`config.mk`:
```
export PLATFORM = sky130hd
export DESIGN_NAME = serial_sub_nbit
export DESIGN_NICKNAME = d
export VERILOG_FILES = /design/src/rtl/serial_sub_nbit.sv
export SDC_FILE = /design/constraint.sdc
export NUM_CORES = 1
export LEC_CHECK = 0
export CORE_UTILIZATION = 50
export DETAILED_ROUTE_END_ITERATION = 8
export PLACE_DENSITY = 0.88
export SLEW_MARGIN = 20
export SYNTH_ARGS = -nofsm -noshare
export SYNTH_HDL_FRONTEND = slang
export SYNTH_SLANG_ARGS = --single-unit
```
`constraint.sdc`:
```
create_clock -name clk_in -period 1.6 [get_ports clk_in]
set_input_delay 0.32 -clock clk_in [delete_from_list [all_inputs] [get_ports clk_in]]
set_output_delay 0.32 -clock clk_in [all_outputs]
set_load 0.05 [all_outputs]
```
`src/rtl/serial_sub_nbit.sv`:
```
// Bit-serial A - B, LSB first, one bit per clock through a single borrow flop; start/busy/done handshake.
// Optional signed-overflow output is enabled by defining SERIAL_SUB_OVF_EN.
module serial_sub_nbit #(
    parameter int WIDTH = 8
) (
    input  logic             clk_in,
    input  logic             rst_n_in,
    input  logic             start_in,
    input  logic [WIDTH-1:0] a_in,
    input  logic [WIDTH-1:0] b_in,
    output logic             busy_out,
    output logic             done_out,
    output logic [WIDTH-1:0] diff_out,
    output logic             borrow_out
`ifdef SERIAL_SUB_OVF_EN
    ,
    output logic             ovf_out
`endif
);

    localparam int CW = $clog2(WIDTH) + 1;

    typedef enum logic [1:0] {
        IDLE,
        SHIFT,
        DONE
    } state_t;

    state_t            state;
    logic [WIDTH-1:0]  a_sr;
    logic [WIDTH-1:0]  b_sr;
    logic              br;
    logic [CW-1:0]     cnt;
    logic              d;
    logic              br_nxt;
    logic [WIDTH-1:0]  res_nxt;
`ifdef SERIAL_SUB_OVF_EN
    logic              a_msb;
    logic              b_msb;
`endif

    // Difference bits enter the top of the minuend register as its bits leave the bottom,
    // so after WIDTH shifts a_sr holds the result and no separate result register is needed.
    assign d       = a_sr[0] ^ b_sr[0] ^ br;
    assign br_nxt  = (~a_sr[0] & b_sr[0]) | (~(a_sr[0] ^ b_sr[0]) & br);
    assign res_nxt = {d, a_sr[WIDTH-1:1]};

    always_ff @(posedge clk_in) begin
        if (!rst_n_in) begin
            state      <= IDLE;
            a_sr       <= '0;
            b_sr       <= '0;
            br         <= 1'b0;
            cnt        <= '0;
            busy_out   <= 1'b0;
            done_out   <= 1'b0;
            diff_out   <= '0;
            borrow_out <= 1'b0;
`ifdef SERIAL_SUB_OVF_EN
            a_msb      <= 1'b0;
            b_msb      <= 1'b0;
            ovf_out    <= 1'b0;
`endif
        end else begin
            case (state)
                IDLE: begin
                    done_out <= 1'b0;
                    if (start_in) begin
                        a_sr     <= a_in;
                        b_sr     <= b_in;
                        br       <= 1'b0;
                        cnt      <= '0;
                        busy_out <= 1'b1;
                        state    <= SHIFT;
`ifdef SERIAL_SUB_OVF_EN
                        a_msb    <= a_in[WIDTH-1];
                        b_msb    <= b_in[WIDTH-1];
`endif
                    end
                end
                SHIFT: begin
                    a_sr <= res_nxt;
                    b_sr <= b_sr >> 1;
                    br   <= br_nxt;
                    cnt  <= cnt + CW'(1);
                    // Outputs are loaded on the last bit edge so they are valid alongside done_out.
                    if (cnt == CW'(WIDTH - 1)) begin
                        state      <= DONE;
                        done_out   <= 1'b1;
                        diff_out   <= res_nxt;
                        borrow_out <= br_nxt;
`ifdef SERIAL_SUB_OVF_EN
                        ovf_out    <= (a_msb != b_msb) && (d != a_msb);
`endif
                    end
                end
                DONE: begin
                    done_out <= 1'b0;
                    busy_out <= 1'b0;
                    state    <= IDLE;
                end
                default: begin
                    state <= IDLE;
                end
            endcase
        end
    end

endmodule

```
==> impl_metrics.tcl <==
set metrics [dict create \
    cp-end-kind "register" \
    grt_start_max_net_pins 21 \
    layout_commonest_cell "dfxtp_1" \
    synthArstFlopShare 0 \
    fin_ws_ps 164 \
    die-area_mm2 0.00314 \
    synth_area_mm2 0.00146 \
    fmax_mhz 696 \
    die_x_um 56.1 \
    syn_avg_cell_area_um2 9.87 \
    crit_fanout 9 \
    p_sw_frac 0.261 \
    drive_above_1_share 0.197 \
    std_cell_rows 19 \
    core_mm2 0.00276 \
    seq_area_frac_synth 0.466 \
    skew_ps 13.5 \
    dpl.cell_count 206 \
    leakage_nw 0.731 \
    clk_pin_slew_ps 110 \
    antenna_left 0 \
    synthMuxAreaShare 0.00685 \
    numClockSinks 34 \
    r2r_setup_slack_ps 160 \
    clock_latency_ps 340 \
    routed_wl_mm 3.34 \
    p_sw_uw 431 \
    place_area_mm2 0.00177 \
    startpoint_type "register" \
    final_cells 214 \
    cts-root-to-sink-buffers 2 \
    ios 30 \
    portBuffers 29 \
    p_per_area_mw_per_mm2 905 \
    ctsResizeCount 0 \
    postLayoutCoreUtil 0.662 \
    holdBufCountCts 0 \
    outcome "finished clean" \
    rsz0062_at_grt "no" \
    nets 203 \
    p_int_mw 1.22 \
    viasPerCell 6.20 \
    layout_common_cells "dfxtp_1 (34), buf_4 (20), clkdlybuf4s50_1 (18)" \
    max-slew-margin-rel 0.654 \
    grt_pass1_vias 1272 \
    setup_viol 0 \
    holdPathStages 1 \
    syn-num-nets 169 \
    synth.ff_latch_count 34 \
    power.total_mw 1.65 \
    floorplan.initialDensity 0.530 \
    rr_endpoint "diff_out[5]" \
    grt_pass1_wl_mm 5.60 \
    synth_fa_ha_area_frac 0.0223 \
    numCtsBuffers 5 \
    synth_cell_type_count 39 \
    combPwrFrac 0.136 \
    timing.setup.tns_ps 0 \
    pwr-share-clk 0.301 \
    post_cts_buffers 0 \
    cts-htree-levels 2 \
    gp_congestion 0.786 \
    drv_slew 0 \
    seqPwrFrac 0.563 \
    die_h_um 56.1 \
    post-route-min-period_ps 1440 \
    drv_cap 0 \
    cts_tree "yes" \
    nFillCells 214 \
    design_area_mm2 0.00183 \
    syn2layout_area_growth_pct 25.0 \
    holdPathEnd "diff_out[4]" \
    worstPathRequired_ps 1830 \
    yosysWarnings 0 \
    drt-initial-drc-count 46 \
    wl_per_cell_um 15.6 \
    netlist_instances 148 \
    synth-main-ff-cell "dfxtp_1" \
    worst_pin_slew_ps 519 \
    antenna_found_initial 0 \
    rr_worst_depth 4 \
    peakVddDrop_mv 0.872 \
    hpwlAfterDp_mm 2.40 \
    arrival_ps 1670 \
    synthXorXnorAreaFrac 0 \
    yosys.area_share.simple 0.129 \
    cts_root_buffer "clkbuf_4" \
    route.detailed.drc 0 \
    vias 1327 \
    whs_ps 482 \
    drtPass1Iterations 4 \
    synth-edff-count 0 \
    hold_violations 0 \
    synth-compound-area-share 0.314 \
    regToRegStartpoint "cnt[0]" \
    hp-start "diff_out[4]" \
    synth_top_family_by_area "compound AO/OA/AOI/OAI gates" \
    path_class "register to register" \
    hold_path_class "register to register" \
    period_share 0.898 \
    overflow 0 \
    grt_usage 0.226 \
    post-place-ws_ps -133 \
    n_antenna_cell 0 \
]
==> flip-flops by register name, indices dropped and copies added (netlist names) <==
name	count
done_out	1
a_sr	8
busy_out	1
cnt	4
br	1
borrow_out	1
diff_out	8
state	2
b_sr	8
==> critical path, stage by stage, from the launching register on <==
cell	delay, ps
dfxtp_1	400
ha_1	220
nand4b_2	150
o21a_1	320
a22o_1	230
==> power groups by stage <==
stage	Sequential, mW	Clock, mW	Combinational [mW]
2_1_floorplan	0.943	0	0.132
3_3_place_gp	0.946	0	0.215
3_5_place_dp	0.949	0	0.223
4_1_cts	0.929	0.507	0.224
5_1_grt	0.936	0.549	0.246
6_report	0.931	0.497	0.225
==> logic make-up (layout without fill, tap and decap cells) <==
family	Yosys count	in the layout
AOI/OAI and AO/OA	66	66
DFF	34	34
and+or+nand+nor	27	27
buffers and inverters	18	53
adders and majority gates	2	2
muxes	1	1
==> how the worst max path moves through the flow <==
stage,from,end,cells past startpoint
after floorplan,cnt[0],borrow_out,5
after global placement,start_in,b_sr[0],4
after detailed placement,start_in,cnt[2],5
after CTS,cnt[0],diff_out[5],4
after global routing,cnt[0],borrow_out,4
final,cnt[0],diff_out[5],4
==> per-layer routing <==
metal | up-vias | wire, um | GRT usage
met1 | 629 | 1490 | 0.269
li1 | 637 | - | -
met5 | - | 0 | 0
met3 | 8 | 176 | 0.0698
met2 | 53 | 1620 | 0.378
met4 | 0 | 54 | 0.0906
==> layout make-up <==
type,instances,area (um^2),area share
multi-input cells,96,691,0.378
well taps,31,38.8,0.0212
repair buffers,38,330,0.181
clock inverters,1,5.00,0.00274
inverters,7,26.3,0.0144
clock buffers,7,55.1,0.0301
flip-flops and latches,34,681,0.373
==> Yosys cell counts, types with 2 or more instances <==
library cell | n | area [um^2]
a21oi_1 | 16 | 80.1
a22o_1 | 9 | 78.8
a31oi_1 | 2 | 12.5
buf_2 | 3 | 15.0
buf_4 | 3 | 22.5
clkbuf_1 | 4 | 15.0
dfxtp_1 | 34 | 681
inv_1 | 6 | 22.5
nand2_1 | 2 | 7.51
nand3_1 | 3 | 15.0
nor2_1 | 4 | 15.0
nor2b_1 | 3 | 18.8
o21ai_0 | 11 | 55.1
o221ai_1 | 12 | 105
o22ai_1 | 5 | 31.3
o2bb2ai_1 | 3 | 26.3
or3b_1 | 5 | 43.8
or3b_2 | 2 | 17.5
Note: power is estimated with default switching activity, not from simulation.
